## src/rtl/countdown_timer.sv

```systemverilog
// Countdown timer with load, start/stop (pause) control and a registered
// terminal-count pulse. Runs one-shot by default; auto-reload on terminal
// count is compiled in only when COUNTDOWN_TIMER_AUTORELOAD_EN is defined.
// Priority: rst_i > clrSync_i > stop_i > terminal count > start_i > load_i.
module countdown_timer #(
  parameter int unsigned BW = 8
) (
  input  logic          clk_i,
  input  logic          rst_i,
  input  logic          clrSync_i,
  input  logic          load_i,
  input  logic [BW-1:0] loadVal_i,
  input  logic          start_i,
  input  logic          stop_i,
  input  logic          reload_i,
  output logic [BW-1:0] count_o,
  output logic          busy_o,
  output logic          done_o
);

  typedef enum logic [1:0] {
    IDLE,
    RUN,
    PAUSED
  } state_t;

  state_t        state_q, state_d;
  logic [BW-1:0] count_q, count_d;
  logic [BW-1:0] reload_q, reload_d;
  logic          done_q, done_d;
  logic          auto_reload;
  logic          count_zero;
  logic          count_one;

`ifdef COUNTDOWN_TIMER_AUTORELOAD_EN
  assign auto_reload = reload_i;
`else
  // reload_i stays on the port for drop-in compatibility but has no effect.
  logic unused_reload;
  assign unused_reload = reload_i;
  assign auto_reload   = 1'b0;
`endif

  assign count_zero = (count_q == '0);
  assign count_one  = (count_q == BW'(1));

  // State, count, reload value and done pulse registers.
  always_ff @(posedge clk_i or posedge rst_i) begin
    if (rst_i) begin
      state_q  <= IDLE;
      count_q  <= '0;
      reload_q <= '0;
      done_q   <= 1'b0;
    end else begin
      state_q  <= state_d;
      count_q  <= count_d;
      reload_q <= reload_d;
      done_q   <= done_d;
    end
  end

  // Next-state and datapath update in priority order.
  always_comb begin
    state_d  = state_q;
    count_d  = count_q;
    reload_d = reload_q;
    done_d   = 1'b0;
    if (clrSync_i) begin
      state_d  = IDLE;
      count_d  = '0;
      reload_d = '0;
    end else begin
      unique case (state_q)
        IDLE: begin
          if (start_i) begin
            if (!count_zero) begin
              state_d = RUN;
            end else begin
              done_d = 1'b1;
            end
          end else if (load_i) begin
            count_d  = loadVal_i;
            reload_d = loadVal_i;
          end
        end
        RUN: begin
          if (stop_i) begin
            state_d = PAUSED;
          end else if (count_one) begin
            done_d = 1'b1;
            if (auto_reload) begin
              count_d = reload_q;
            end else begin
              count_d = '0;
              state_d = IDLE;
            end
          end else if (count_zero) begin
            // Defensive: never wrap from zero to all-ones.
            state_d = IDLE;
          end else begin
            count_d = count_q - BW'(1);
          end
        end
        PAUSED: begin
          if (start_i && !count_zero) begin
            state_d = RUN;
          end else if (load_i) begin
            count_d  = loadVal_i;
            reload_d = loadVal_i;
          end
        end
        default: begin
          state_d = IDLE;
        end
      endcase
    end
  end

  assign count_o = count_q;
  assign busy_o  = (state_q == RUN);
  assign done_o  = done_q;

endmodule

```

## config.mk

```make
export PLATFORM = sky130hd
export DESIGN_NAME = countdown_timer
export DESIGN_NICKNAME = d
export VERILOG_FILES = /design/src/rtl/countdown_timer.sv
export SDC_FILE = /design/constraint.sdc
export NUM_CORES = 1
export LEC_CHECK = 0
export ABC_AREA = 1
export BUFFER_PORTS_ARGS = -buffer_cell sky130_fd_sc_hd__buf_2
export CORE_ASPECT_RATIO = 0.7
export CORE_MARGIN = 2
export CORE_UTILIZATION = 41
export CTS_BUF_LIST = sky130_fd_sc_hd__clkbuf_4 sky130_fd_sc_hd__clkbuf_8 sky130_fd_sc_hd__clkbuf_16
export CTS_CLUSTER_SIZE = 28
export DETAILED_ROUTE_END_ITERATION = 8
export GPL_ROUTABILITY_DRIVEN = 0
export PLACE_DENSITY = 0.61
export SLEW_MARGIN = 15
export SYNTH_ARGS = -nofsm -noshare
export SYNTH_HDL_FRONTEND = slang
export SYNTH_SLANG_ARGS = --single-unit
```

## constraint.sdc

```tcl
create_clock -name clk_i -period 1.7 [get_ports clk_i]
set_input_delay 0.34 -clock clk_i [delete_from_list [all_inputs] [get_ports clk_i]]
set_output_delay 0.34 -clock clk_i [all_outputs]
set_load 0.005 [all_outputs]
```

# ---- Word-level counts from Yosys, hierarchy flattened
# Cells that the tools add are included.
dict set report word_totals {
  reg_bits 11
  out_inout_bits 10
}
dict set report classes {
  n_addsub 1
  eq_ne 11
  n_mux 22
  reduce_logical 7
}
# cell count
set op_table {}
lappend op_table {{8-bit 2-to-1 mux} 7}
lappend op_table {{8-bit case mux with 3 select lines} 1}
lappend op_table {{3-bit inequality test, second input constant} 6}
lappend op_table {{2-bit 2-to-1 mux} 7}
lappend op_table {{8-bit by 1-bit == test with 1-bit output, second input constant} 1}
lappend op_table {{8-bit zero test} 1}
lappend op_table {{8-bit by 1-bit subtractor with 8-bit output, second input constant} 1}
lappend op_table {{2-bit case mux with 3 select lines} 1}
lappend op_table {{1-bit 2-to-1 mux} 5}
lappend op_table {{5-bit by 3-bit inequality test with 1-bit output, second input constant} 1}
lappend op_table {{5-bit AND reduction} 1}
lappend op_table {{4-bit by 3-bit inequality test with 1-bit output, second input constant} 1}
lappend op_table {{4-bit AND reduction} 1}
lappend op_table {{4-bit nonzero test} 1}
lappend op_table {{2-bit by 1-bit == test with 1-bit output, second input constant} 1}
lappend op_table {{2-bit == test, second input constant} 1}
lappend op_table {{2-bit zero test} 1}
lappend op_table {{1-bit case mux with 2 select lines} 1}
lappend op_table {{1-bit logical AND} 1}
lappend op_table {{1-bit zero test} 1}

# ---- Logic depth before layout (Yosys ltp)
dict set report depth {
  word_depth 6
  ltp_mapped 11
}

# ---- Least setup slack after synthesis
# OpenSTA, ideal clock, no wires.
dict set report synth_path {
  path_kind {flip-flop to flip-flop}
  startpoint {register count_q[0] (netlist: count_o[0])}
  endpoint {register count_q[5] (netlist: count_o[5])}
  setup_ns 0.117
  t_arrival_ns 1.358
  required_time_ns 1.583
  setup_slack_ns 0.225
  path_stages_with_launch 12
  path_buffers 0
  period_less_slack_ns 1.475
  path_cell_list {dfrtp_1 -> inv_1 -> ha_1 -> inv_1 -> nor2_1 -> nand2_1 -> nand3_1 -> nand2_2 -> inv_4 -> nand2_4 -> nand3_1 -> nand2_1}
}
dict set report synth_between {
  elab_chain_cells 6
}
# item line
set synth_lines {}
lappend synth_lines {{start, declared} 28} ;# logic [BW-1:0] count_q, count_d;
lappend synth_lines {{start signal, assigned} 56} ;# count_q <= count_d;
lappend synth_lines {{8-bit by 1-bit subtractor with 8-bit output} 101} ;# count_d = count_q - BW'(1);
lappend synth_lines {{8-bit 2-to-1 mux} 97} ;# end else if (count_zero) begin
lappend synth_lines {{8-bit 2-to-1 mux} 89} ;# end else if (count_one) begin
lappend synth_lines {{8-bit 2-to-1 mux} 87} ;# if (stop_i) begin
lappend synth_lines {{8-bit case mux with 3 select lines} 73} ;# unique case (state_q)
lappend synth_lines {{8-bit 2-to-1 mux} 68} ;# if (clrSync_i) begin
# Parallel ways exist; a longest one is shown, timed or not. The select of a mux whose other input is x is not followed.
# A chain may end at the register's enable or synchronous reset.

# ---- Final worst setup path
dict set report layout_path {
  startpoint {register state_q[0]}
  endpoint {register count_q[7] (netlist: count_o[7])}
}
dict set report layout_between {
  elab_chain_cells 3
}
# item line
set layout_lines {}
lappend layout_lines {{start, declared} 27} ;# state_t state_q, state_d;
lappend layout_lines {{start signal, assigned} 55} ;# state_q <= state_d;
lappend layout_lines {{2-bit by 1-bit == test with 1-bit output, or another cell as far along} 73}
lappend layout_lines {{4-bit by 3-bit inequality test with 1-bit output (no line), or another cell as far along} -}
lappend layout_lines {{5-bit AND reduction (no line) or 8-bit 2-to-1 mux (tied branches)} -}
# Parallel ways exist; a longest one is shown, timed or not.

==> metrics <==
outcome=completed; TritonRoute pass-1 iters=4; filler instances=218; startpoint types=flop; clock buffer depth=2; # DRC=0; Clock Skew=0.00695 ns; core area=0.00214 sq mm; routed vias/inst=4.79; Post-Route WL=2300 um; Slew headroom=72.0%; Critical Path AT=1.71 ns; row count=14; wire per inst=11.3 um; CTS root buffer=clkbuf_4; Synth Cell Area=915 sq um; max_cap viols=0; Inserted Diodes=0; #FFs+latches synth=11; fmax=0.649 GHz; hpwl dp=1920 um; syn avg cell area=6.49 sq um; Die Area=0.00263 sq mm; Syn. warnings=0; die height=43.5 um; layout cells sized above 1=28.5%; starting density of the core=42.8%; Internal Power=1.03 mW; worst vdd ir=0.723 mV; Layout Nets=191; Remaining Overflow, GRT=0; 1st-iter DRT viols=68; clk_lat worst skew=0.28 ns; Flop pwr share=21.2%; fin crit period=1.54 ns; area delta synth->final=24.2%; Die Wd=60.5 um; FFs w/ async S/R, synth=100%; number of post-CTS setup repair buffers=0; final core occ=53.2%; TritonCTS Buffers=3; commonest cells after routing, fill and taps aside=nand2_1 (46), nand3_1 (24), buf_2 (23); leak pwr=0.662 nW; Antenna Nets Post-Route=0; H-tree depth=1; Hold Crit Class=in2async; pin count of the biggest net entering global routing=17; CTS tree=built; switching share of power=53.2%; Worst setup EP type=flop; initial antenna violation count=0; number of global-route vias before repair=810; Comb pwr share=69.8%; clock share of power=9.0%; Final period util=90.6%; final setup vio count=0; syn nets=159; setup TNS=0 ns; global-route wire length before repair=3680 um; Reg clk slew, reported paths=0.07 ns; unique cell type count in the Yosys netlist=22; via count=978; Overall Global Routing Usage=19.5%; # IOs=25; port bufs=23; Critical Path Fanout Max=11; worst-margin pin slew=0.420 ns; WS Path Type=reg2reg; post-layout instance area=0.00114 sq mm; Post-Synthesis Cells=141; Post-synth top flop=dfrtp_1; unrepaired setup endpoints after global routing=false; CP required=1.87 ns; Final Max Tran Viols=0; final hold viol count=0; Post-synth EDFFs=0; commonest non-fill, non-tap cell in the layout=nand2_1; r2r worst-path depth=10; Seq/Total Area, Yosys=30.1%; placed inst area=0.00110 sq mm; Num Clock Sinks=11; power density over the cells=1940 mW/mm^2; net switching power=1.17 mW
## cell type report
| cell class | count | area (sq um) | area share (%) |
|---|---|---|---|
| clock buffers | 4 | 30.0 | 2.64 |
| inverters | 20 | 77.6 | 6.83 |
| multi-input cells | 108 | 553 | 48.7 |
| flip-flops and latches | 11 | 275 | 24.2 |
| well taps | 32 | 40.0 | 3.52 |
| repair buffers | 29 | 160 | 14.1 |
## sequential cells by signal, summed over array words and instances (netlist names)
register / cells
count_o: 8
done_o: 1
state_q: 2
## critical path: stages, from the launching register on
cell	delay [ns]
dfrtp_1	0.44
inv_2	0.15
nor2_8	0.06
inv_2	0.19
nor2_2	0.06
nor2_2	0.11
nand2_2	0.10
inv_4	0.10
nand2_4	0.08
nand3_1	0.09
nand2_1	0.06
## cells in the mapped netlist, types with 2 or more instances
| library cell | number | share of area [%] |
|---|---|---|
| nand2_1 | 46 | 19 |
| a21oi_1 | 2 | 1.1 |
| nand3_1 | 24 | 13 |
| nor2_2 | 5 | 3.4 |
| nand2_2 | 2 | 1.4 |
| nor2_1 | 10 | 4.1 |
| inv_2 | 4 | 1.6 |
| dfrtp_1 | 11 | 30 |
| nand4_1 | 7 | 4.8 |
| o21ai_1 | 2 | 1.1 |
| inv_1 | 15 | 6.2 |
| ha_1 | 3 | 4.1 |
## what timing repair did
item	CTS	global route
hold buffers	0	0
gates resized for setup	0	2
setup endpoints to repair	0	8
## metal layers
metal / GRT usage [%] / share of wire, %
met1: 33.0 / 51
met3: 2.09 / 6.6
met4: 9.57 / 1.8
met5: 0 / 0
met2: 23.5 / 40
## path summary, 6_finish.rpt
path,start,slack [ns],end
hold / removal,rst_i,0.04,count_o[1]$_DFFE_PP0P_
max in group asynchronous,rst_i,1.36,count_o[4]$_DFFE_PP0P_
setup reg to reg,state_q[0]$_DFFE_PP0P_,0.16,count_o[7]$_DFFE_PP0P_
hold reg to reg,count_o[0]$_DFFE_PP0P_,0.62,count_o[0]$_DFFE_PP0P_
min in group clk_i,clrSync_i,0.24,state_q[0]$_DFFE_PP0P_
setup / recovery,state_q[0]$_DFFE_PP0P_,0.16,count_o[7]$_DFFE_PP0P_
## cells by family (layout without fill, tap and decap cells)
logic type / Yosys count / after routing / synth area share, %
adder cells (fa/ha/maj): 3 / 3 / 4.10
AND/OR/NAND/NOR: 97 / 97 / 50.3
buffers and inverters: 22 / 53 / 10.3
XOR/XNOR: 1 / 1 / 0.958
AO/OA/AOI/OAI: 7 / 7 / 4.24
flip-flops: 11 / 11 / 30.1
## power by group through the flow
stage	Clock (mW)	Sequential, mW	Combinational, mW
detailed placement	0	0.469	1.50
floorplan	0	0.482	1.07
CTS	0.199	0.465	1.50
global route	0.209	0.482	1.75
finish	0.198	0.468	1.54
global placement	0	0.465	1.49
## per-stage QoR
stage	hold WS [ns]	total power [mW]	cells	worst slack (ns)
finish	0.0354	2.21	204	0.160
global route	0.0786	2.44	204	0.0239
CTS	0.0569	2.17	204	0.120
detailed placement	0.353	1.97	200	0.135
global placement	0.344	1.95	200	0.143
floorplan	0.192	1.55	141	0.225
Note: power is estimated with default switching activity, not from simulation.
